`src/rtl/multi_tick_generator_pkg.sv`:
```
// Shared constants and config-request layout for the multi-channel tick generator.
package tick_gen_pkg;

   localparam int          NCH_DFLT     = 4;
   localparam int          W_DFLT       = 27;
   localparam int unsigned DEF_DIV_DFLT = 100_000_000;

   function automatic int chan_width(input int nch);
      return (nch > 1) ? $clog2(nch) : 1;
   endfunction

   localparam int CHW_DFLT = chan_width(NCH_DFLT);

   typedef struct packed {
      logic [CHW_DFLT-1:0] chan;
      logic [W_DFLT-1:0]   div;
      logic                restart;
   } cfg_req_t;

endpackage

```
`src/rtl/multi_tick_generator_if.sv`:
```
// Divisor configuration port: valid/ready transfer of channel, divisor and restart flag.
interface multi_tick_generator_if
   import tick_gen_pkg::*;
#(
   parameter int NCH = NCH_DFLT,
   parameter int W   = W_DFLT
) ();

   localparam int CHW = chan_width(NCH);

   logic           cfg_valid;
   logic           cfg_ready;
   logic [CHW-1:0] cfg_chan;
   logic [W-1:0]   cfg_div;
   logic           cfg_restart;

   modport master (
      output cfg_valid,
      output cfg_chan,
      output cfg_div,
      output cfg_restart,
      input  cfg_ready
   );

   modport slave (
      input  cfg_valid,
      input  cfg_chan,
      input  cfg_div,
      input  cfg_restart,
      output cfg_ready
   );

endinterface

```
`src/rtl/multi_tick_generator_channel.sv`:
```
// One clock-enable channel: counts to div_act-1, pulses tick and toggles sq at each wrap,
// and swaps in a shadow divisor at the wrap when one is pending.
module tick_channel
   import tick_gen_pkg::*;
#(
   parameter int          W       = W_DFLT,
   parameter int unsigned DEF_DIV = DEF_DIV_DFLT
) (
   input  logic         clk,
   input  logic         reset,
   input  logic         en,
   input  logic         sync,
   input  logic         restart_hit,
   input  logic         shadow_hit,
   input  logic [W-1:0] cfg_div,
   output logic         tick,
   output logic         sq,
   output logic         pending
);

   localparam logic [W-1:0] DIV_RST = W'(DEF_DIV);

   logic [W-1:0] cnt;
   logic [W-1:0] div_act;
   logic [W-1:0] div_shd;
   logic         wrap;

   // div_act is never zero when this is used, so div_act-1 cannot underflow
   assign wrap = (cnt == div_act - W'(1));

   always_ff @(posedge clk or negedge reset) begin
      if (!reset) begin
         cnt     <= '0;
         div_act <= DIV_RST;
         div_shd <= '0;
         pending <= 1'b0;
         tick    <= 1'b0;
         sq      <= 1'b0;
      end else if (restart_hit) begin
         div_act <= cfg_div;
         cnt     <= '0;
         tick    <= 1'b0;
         sq      <= 1'b0;
         pending <= 1'b0;
      end else begin
         if (!en || (div_act == '0)) begin
            cnt  <= '0;
            tick <= 1'b0;
         end else if (sync) begin
            cnt  <= '0;
            tick <= 1'b0;
            sq   <= 1'b0;
         end else if (wrap) begin
            cnt  <= '0;
            tick <= 1'b1;
            sq   <= ~sq;
            if (pending) begin
               div_act <= div_shd;
               pending <= 1'b0;
            end
         end else begin
            cnt  <= cnt + W'(1);
            tick <= 1'b0;
         end
         // Only accepted while pending is clear, so it never collides with the swap above
         if (shadow_hit) begin
            div_shd <= cfg_div;
            pending <= 1'b1;
         end
      end
   end

endmodule

```
`src/rtl/multi_tick_generator.sv`:
```
// NCH programmable tick / square-wave generators with a shared divisor config port.
module multi_tick_generator
   import tick_gen_pkg::*;
#(
   parameter int          NCH     = NCH_DFLT,
   parameter int          W       = W_DFLT,
   parameter int unsigned DEF_DIV = DEF_DIV_DFLT
) (
   input  logic                 clk,
   input  logic                 reset,
   input  logic [NCH-1:0]       en,
   input  logic                 sync,
   multi_tick_generator_if.slave cfg,
   output logic [NCH-1:0]       tick,
   output logic [NCH-1:0]       sq,
   output logic [NCH-1:0]       pending
);

   localparam int CHW = chan_width(NCH);

   logic           sel_pending;
   logic           xfer;
   logic [NCH-1:0] restart_hit;
   logic [NCH-1:0] shadow_hit;

   // Channel numbers beyond NCH see no pending shadow, so they are accepted and dropped
   always_comb begin
      sel_pending = 1'b0;
      for (int i = 0; i < NCH; i++) begin
         if (cfg.cfg_chan == CHW'(i)) begin
            sel_pending = pending[i];
         end
      end
   end

   assign cfg.cfg_ready = ~sel_pending | cfg.cfg_restart;
   assign xfer          = cfg.cfg_valid & cfg.cfg_ready;

   always_comb begin
      restart_hit = '0;
      shadow_hit  = '0;
      for (int i = 0; i < NCH; i++) begin
         if (xfer && (cfg.cfg_chan == CHW'(i))) begin
            restart_hit[i] = cfg.cfg_restart;
            shadow_hit[i]  = ~cfg.cfg_restart;
         end
      end
   end

   for (genvar g = 0; g < NCH; g++) begin : g_chan
      tick_channel #(
         .W       (W),
         .DEF_DIV (DEF_DIV)
      ) u_chan (
         .clk         (clk),
         .reset       (reset),
         .en          (en[g]),
         .sync        (sync),
         .restart_hit (restart_hit[g]),
         .shadow_hit  (shadow_hit[g]),
         .cfg_div     (cfg.cfg_div),
         .tick        (tick[g]),
         .sq          (sq[g]),
         .pending     (pending[g])
      );
   end

endmodule

```
`src/flat_wrapper.sv`:
```
// flat-port wrapper written by rule: the top's interface ports become plain ports
module multi_tick_generator_flat import tick_gen_pkg::*;
#(
   parameter int          NCH     = NCH_DFLT,
   parameter int          W       = W_DFLT,
   parameter int unsigned DEF_DIV = DEF_DIV_DFLT
)
  (clk, reset, en, sync, tick, sq, pending, cfg_cfg_valid, cfg_cfg_chan, cfg_cfg_div, cfg_cfg_restart, cfg_cfg_ready);
  multi_tick_generator_if #(.NCH(NCH), .W(W)) cfg_i ();
  input  logic clk;
  input  logic reset;
  input  logic [NCH-1:0] en;
  input  logic sync;
  output logic [NCH-1:0] tick;
  output logic [NCH-1:0] sq;
  output logic [NCH-1:0] pending;
  input wire logic [$bits(cfg_i.cfg_valid)-1:0] cfg_cfg_valid;
  input wire logic [$bits(cfg_i.cfg_chan)-1:0] cfg_cfg_chan;
  input wire logic [$bits(cfg_i.cfg_div)-1:0] cfg_cfg_div;
  input wire logic [$bits(cfg_i.cfg_restart)-1:0] cfg_cfg_restart;
  output wire logic [$bits(cfg_i.cfg_ready)-1:0] cfg_cfg_ready;
  assign cfg_i.cfg_valid = cfg_cfg_valid;
  assign cfg_i.cfg_chan = cfg_cfg_chan;
  assign cfg_i.cfg_div = cfg_cfg_div;
  assign cfg_i.cfg_restart = cfg_cfg_restart;
  assign cfg_cfg_ready = cfg_i.cfg_ready;
  multi_tick_generator #(.NCH(NCH), .W(W), .DEF_DIV(DEF_DIV)) u_core (.clk(clk), .reset(reset), .en(en), .sync(sync), .cfg(cfg_i), .tick(tick), .sq(sq), .pending(pending));
endmodule
```
`config.mk`:
```
export PLATFORM = sky130hd
export DESIGN_NAME = multi_tick_generator_flat
export DESIGN_NICKNAME = d
export VERILOG_FILES = /design/src/rtl/multi_tick_generator_pkg.sv /design/src/rtl/multi_tick_generator_if.sv /design/src/rtl/multi_tick_generator_channel.sv /design/src/rtl/multi_tick_generator.sv /design/src/flat_wrapper.sv
export SDC_FILE = /design/constraint.sdc
export NUM_CORES = 1
export LEC_CHECK = 0
export BUFFER_PORTS_ARGS = -buffer_cell sky130_fd_sc_hd__buf_2
export CAP_MARGIN = 20
export CELL_PAD_IN_SITES_DETAIL_PLACEMENT = 0
export CELL_PAD_IN_SITES_GLOBAL_PLACEMENT = 1
export CORE_UTILIZATION = 40
export DETAILED_ROUTE_END_ITERATION = 10
export PLACE_DENSITY_LB_ADDON = 0.3
export REMOVE_ABC_BUFFERS = 1
export SETUP_SLACK_MARGIN = 0.3
export SYNTH_ARGS = -nofsm -noshare
export SYNTH_HDL_FRONTEND = slang
export SYNTH_SLANG_ARGS = --single-unit
export TNS_END_PERCENT = 20
```
`constraint.sdc`:
```
create_clock -name clk -period 7.4 [get_ports clk]
set_clock_uncertainty 0.15 [all_clocks]
set_input_delay 1.11 -clock clk [delete_from_list [all_inputs] [get_ports clk]]
set_output_delay 1.11 -clock clk [all_outputs]
set_load 0.02 [all_outputs]
```
Word-level counts from Yosys, hierarchy flattened
Index checks and enable logic that the tools add are counted.

storage, ports and cells
  register bits = 336
  output and inout port bits = 13
  input bits = 38
  logic and storage cells = 216

operators by class
  equal/unequal tests = 23
  mux-type cells = 100
  reduce and logical (&&, ||, !) cells = 49
  $add $sub $neg = 8
  bitwise logic cells = 12

operator list
  cell                                                   number
  two-way mux 27 bit                                     36
  adder 27 x 1 -> 27 bit, second input constant          4
  == test 27 bit                                         4
  zero test 27 bit                                       4
  subtractor 27 x 1 -> 27 bit, second input constant     4
  two-way mux 1 bit                                      64
  nonzero test 3 bit                                     8
  AND reduction 2 bit                                    8
  AND reduction 4 bit                                    4
  nonzero test 2 bit                                     8
  inequality test 3 x 1 -> 1 bit, second input constant  4
  inequality test 3 bit, second input constant           4
  AND reduction 3 bit                                    4
  inverter 1 bit                                         10
  inequality test 2 x 1 -> 1 bit, second input constant  4
  inequality test 2 bit, second input constant           4
  == test 2 bit, second input constant                   2
  logical AND 1 bit                                      4
  zero test 1 bit                                        4
  logical OR 1 bit                                       4
  == test 2 x 1 -> 1 bit, second input constant          1
  zero test 2 bit                                        1
  bitwise AND 1 bit                                      1
  OR 1 bit                                               1

Depth between registers and ports, before layout
  depth after elaboration = 12
  mapped depth = 14
  mapped depth without buffers = 10

Cells and area by module
Synthesis repeated with hierarchy kept, for this count alone.

unflattened totals
  cells, all modules = 2,154
  area total of the unflattened synthesis = 20,357.0 um^2

modules (own cells, without submodules)
  module                                      instances  seq. area each (um^2)  area each (um^2)  cells an instance
  tick_channel (u_core.g_chan[0].u_chan ...)  2          2,117.0                5,098.6           542
  tick_channel (u_core.g_chan[2].u_chan)      1          2,117.0                5,084.9           549
  tick_channel (u_core.g_chan[3].u_chan)      1          2,117.0                4,981.0           506
  multi_tick_generator                        1          0.0                    93.8              15

Worst setup path before layout
No wires, ideal clock.

  path type = in2reg
  start point = input port cfg_cfg_chan[0]
  end point = register u_core.g_chan[1].u_chan.div_shd[10]
  library setup time = 125 ps
  path buffers = 3
  cell stages on the path = 9
  arrival = 3,836 ps
  data required time = 7,125 ps
  path slack = 3,289 ps
  cell sequence = clkbuf_1 -> mux4_2 -> nand2b_1 -> nand2_1 -> or2_2 -> clkbuf_1 -> nor2_1 -> clkbuf_1 -> mux2_2

between the ends
  cells in the longest elaborated chain, start to end = 12
  elaborated cells between the ends (all ways) = 16
  those cells by class = eq/ne (3); mux (6); bitwise (4); reduce/logical (3)

RTL lines
  what                                      RTL line                            RTL
  from (decl)                               flat_wrapper.sv:18                  input wire logic [$bits(cfg_i.cfg_chan)-1:0] cfg_cfg_chan;
  zero test 2 bit                           multi_tick_generator.sv:30          if (cfg.cfg_chan == CHW'(i)) begin
  two-way mux 1 bit (3 in series)           multi_tick_generator.sv:30
  two-way mux 1 bit (*)                     multi_tick_generator.sv:30
  inverter 1 bit (*)                        multi_tick_generator.sv:36          assign cfg.cfg_ready = ~sel_pending | cfg.cfg_restart;
  OR 1 bit (*)                              multi_tick_generator.sv:36
  via cfg_cfg_ready                         flat_wrapper.sv:21                  output wire logic [$bits(cfg_i.cfg_ready)-1:0] cfg_cfg_ready;
  bitwise AND 1 bit (*)                     multi_tick_generator.sv:37          assign xfer = cfg.cfg_valid & cfg.cfg_ready;
  logical AND 1 bit (*)                     multi_tick_generator.sv:43          if (xfer && (cfg.cfg_chan == CHW'(i))) begin
  two-way mux 1 bit                         multi_tick_generator.sv:43
  inverter 1 bit (no source line)           -
  AND reduction 2 bit (no source line) (*)  -
  to (signal assigned)                      multi_tick_generator_channel.sv:67  div_shd <= cfg_div;
  to (decl)                                 multi_tick_generator_channel.sv:25  logic [W-1:0] div_shd;

The timed path passes the listed nets; every way through them passes the cells marked *.
A chain may end at the register's enable or synchronous reset.

Worst setup path after layout
  start point = register u_core.g_chan[1].u_chan.div_act[0]
  end point = register u_core.g_chan[1].u_chan.cnt[7]

between the ends
  cells in the longest elaborated chain, start to end = 6
  elaborated cells between the ends (all ways) = 8
  those cells by class = add/sub (1); eq/ne (1); mux (4); reduce/logical (2)

RTL lines
  what                         RTL line                            RTL
  from (decl)                  multi_tick_generator_channel.sv:24  logic [W-1:0] div_act;
  from (signal assigned)       multi_tick_generator_channel.sv:40  div_act <= cfg_div;
  from (signal assigned)       multi_tick_generator_channel.sv:58  div_act <= div_shd;
  subtractor 27 x 1 -> 27 bit  multi_tick_generator_channel.sv:29  assign wrap = (cnt == div_act - W'(1));
  == test 27 bit               multi_tick_generator_channel.sv:29
  two-way mux 27 bit           multi_tick_generator_channel.sv:53  end else if (wrap) begin
  two-way mux 27 bit           multi_tick_generator_channel.sv:49  end else if (sync) begin
  two-way mux 27 bit (*)       multi_tick_generator_channel.sv:46  if (!en || (div_act == '0)) begin
  two-way mux 27 bit (*)       multi_tick_generator_channel.sv:39  end else if (restart_hit) begin
  to (signal assigned)         multi_tick_generator_channel.sv:62  cnt <= cnt + W'(1);
  to (decl)                    multi_tick_generator_channel.sv:23  logic [W-1:0] cnt;

Every way passes the cells marked *; elsewhere a longest branch is shown, timed or not.

==> results.cfg <==
[pwr]
swShare_pct = 30.24
p_seq_share_pct = 46.6
p_leak_nw = 8.370
peakVddDrop_v = 0.0001978
p_sw_mw = 1.616
power_frac_clock_pct = 36.5
powerDensity_nw_per_um2 = 242.2
power_frac_comb_pct = 17.0
intPower_mw = 3.727

[synth]
syn_area_per_cell_um2 = 9.303
synth_most_common_cell = dfrtp_1
synth.largest_area_cell = dfrtp_1
synth_edf_count = 0
synth_area_um2 = 20190
ys_seq_area_share_pct = 41.95
synth_ff_type = dfrtp_1
syn_inst = 2170
async_flop_share_pct = 100.0
ys_top_cells_by_count = 288 x dfrtp_1, 197 x nor2_1, 130 x nor3_1, 123 x xnor2_1, 109 x mux2_2
synth_top_area_share_pct = 35.70
ys_types = 90
ys_top_cells_by_area = dfrtp_1 36%, dfstp_2 6.2%, mux2_2 6.1%
yosys_register_bits = 336
synth_warnings = 0

[drt]
dr.pass1.iters = 5
vias = 16624
wl_per_cell_um = 20.30
drt_iter0_drc = 1216
ant_nets = 0
via_per_inst = 5.899
wl_mm = 57.21
drc = 0

[worst_setup_path]
worst_setup_path_start_kind = register
r2r_cells = 11
path_class = register to register
crit_path_end_kind = register
rr_startpoint = u_core.g_chan[1].u_chan.div_act[0]
crit_arrival_ps = 4800
crit_fanout = 28
r2r_slack_ps = 2850
r2r_end = u_core.g_chan[1].u_chan.cnt[7]
max_stage_delay_ps = 790
cp_slowest_cell = a2111o_1
path_cells = inv_1 -> ha_1 -> nor3b_1 -> nand2_1 -> or4_1 -> o21ai_1 -> a21oi_1 -> a2111o_1 -> nor4b_4 -> buf_4 -> nor3_1
crit_required_ps = 7650

[finish]
nets = 2168
final_layout_size_suffix_gt1_share_pct = 15.97
area_delta_synth_final_pct = 9.272
num_antenna_cells = 0

[min_path]
hold_class = register to register
holdPathEnd = u_core.g_chan[3].u_chan.div_shd[26]
hold_depth = 1
hold_start = u_core.g_chan[3].u_chan.div_shd[26]

[global_route]
antenna_found_initial = 5
grt_pass1_wl_mm = 93.24
grt_max_degree = 167
overflow = 0
grt_pass1_vias = 16704
grt_use_total_pct = 22.92

[sta]
rsz0062_at_grt = no
fmax_mhz = 219.7
hold_viol = 0
finalCriticalPeriod_ps = 4552
worst_slack_ps = 2848
finalSetupViolCount = 0
period_share_pct = 61.51
drv_slew = 0
slew_headroom_pct = 25.95
worstMarginPinSlew_ps = 1110
finalSetupTns_ps = 0

[place]
dp_slack_ps = 2819
io_buffers = 50
gp_congestion = 0.8790
place_hpwl_mm = 38.40

[clock_network]
cts_sinks = 336
clk_latency_ps = 580
clk_pin_slew_ps = 60
numCtsBuffers = 40
post_cts_buffers = 0
clockRootBuffer = clkbuf_16
cts_tree = built
cts_resized = 0
ctsHoldBuffers = 0
cts-htree-levels = 2
cts.path.max_buffers = 3

[die]
die_h_um = 226.7
io_pins = 51
rows = 81
coreArea_um2 = 49360
die_area_um2 = 51370
start_util_pct = 40.90
die_x_um = 226.7

[flow_run]
maxCapViolations = 0

[status]
status = complete, no violations
[per-layer routing]
metal | vias to the layer above | GRT usage (%) | routed length, um
li1 | 7870 | - | -
met1 | 8321 | 31.27 | 26240
met2 | 351 | 37.43 | 27070
met3 | 78 | 3.395 | 2683
met4 | 4 | 6.866 | 1194
met5 | - | 0 | 23
[final cells by class]
| cell class | count | area (um2) |
|---|---|---|
| Tap cell | 664 | 830.8 |
| Clock buffer | 58 | 1119 |
| Fill cell | 4851 | 27300 |
| Sequential cell | 336 | 8468 |
| Clock inverter | 16 | 162.7 |
| Multi-Input combinational cell | 1633 | 10860 |
| Timing Repair Buffer | 75 | 483.0 |
| Inverter | 36 | 135.1 |
[layout by cell type (no fill, tap or decap), types with 7 or more instances in the layout]
master	Yosys	final
o211ai_1	25	25
nand4_1	61	61
nor3_1	130	128
a21oi_1	52	52
o31ai_1	67	67
buf_2	37	49
nor2b_1	7	7
clkbuf_1	103	13
or2_2	10	10
nand4b_1	10	10
nor2_1	197	192
inv_1	36	36
xor2_1	104	104
nor3b_1	11	11
clkinv_2	0	10
dfrtp_1	288	288
mux2_2	109	109
buf_4	14	21
a31oi_1	101	101
o21ai_1	18	18
clkbuf_16	0	40
a211oi_1	9	9
xnor2_1	123	123
or4_1	24	24
nor4_1	49	49
ha_1	8	8
nand3_1	98	98
and4_1	8	8
and3_1	69	69
nand2b_1	13	13
dfstp_2	48	48
nand3b_1	7	7
nand2_1	107	107
o21ai_0	51	51
and2_1	9	9
or3_1	42	42
[worst max-delay path by stage]
stage                                             from                              end  slack [ps]
CTS                 u_core.g_chan[1].u_chan.div_act[0]  u_core.g_chan[1].u_chan.cnt[20]        2830
detailed placement  u_core.g_chan[1].u_chan.div_act[0]  u_core.g_chan[1].u_chan.cnt[20]        2820
floorplan           u_core.g_chan[1].u_chan.div_act[0]  u_core.g_chan[1].u_chan.pending         870
global route        u_core.g_chan[1].u_chan.div_act[0]  u_core.g_chan[1].u_chan.cnt[19]        2540
finish              u_core.g_chan[1].u_chan.div_act[0]   u_core.g_chan[1].u_chan.cnt[7]        2850
global placement    u_core.g_chan[1].u_chan.div_act[0]   u_core.g_chan[1].u_chan.cnt[1]        2950
[registers in the layout, indices dropped and copies added, names as in the netlist]
name / count
u_core.g_chan.u_chan.div_shd: 108
u_core.g_chan.u_chan.cnt: 108
u_core.g_chan.u_chan.tick: 4
u_core.g_chan.u_chan.pending: 4
u_core.g_chan.u_chan.sq: 4
u_core.g_chan.u_chan.div_act: 108
[per-stage QoR]
step,power (mW),area (um2),util [%],hold WS [ps],cells
final,5.343,22060,44.70,349.1,2818
after global routing,5.617,22060,44.70,359.2,2818
after CTS,5.396,22040,44.67,351.4,2817
after detailed placement,3.423,20760,42.07,338.8,2743
after global placement,3.388,20730,42.01,331.0,2741
after floorplan,3.075,19420,-,319.8,2005
[critical path: cells and delay by family, from the launching register on]
kind            cells  cell delay, ps
simple gates        5            2050
compound gates      3            1030
flops               1             450
buf+inv             2             430
fa+ha+maj           1             250
[power by group through the flow]
| stage | logic, mW | clock network [mW] | registers [mW] |
|---|---|---|---|
| 3_3_place_gp | 0.885 | 0 | 2.50 |
| 4_1_cts | 0.909 | 2.00 | 2.49 |
| 6_report | 0.906 | 1.95 | 2.49 |
| 2_1_floorplan | 0.668 | 0 | 2.41 |
| 5_1_grt | 1.02 | 2.07 | 2.53 |
| 3_5_place_dp | 0.905 | 0 | 2.52 |
[cell families (layout without fill, tap and decap cells)]
| group | count (synthesis) | after routing | share of synthesized area (%) |
|---|---|---|---|
| and+or+nand+nor | 887 | 887 | 23.63 |
| AOI/OAI and AO/OA | 395 | 395 | 13.11 |
| DFF | 336 | 336 | 41.95 |
| xor gates and xnor gates | 227 | 227 | 9.848 |
| buffers and inverters | 201 | 185 | 4.487 |
| muxes | 116 | 116 | 6.489 |
| adders and majority gates | 8 | 8 | 0.4958 |
No activity file was read; power rests on OpenSTA's default activity.
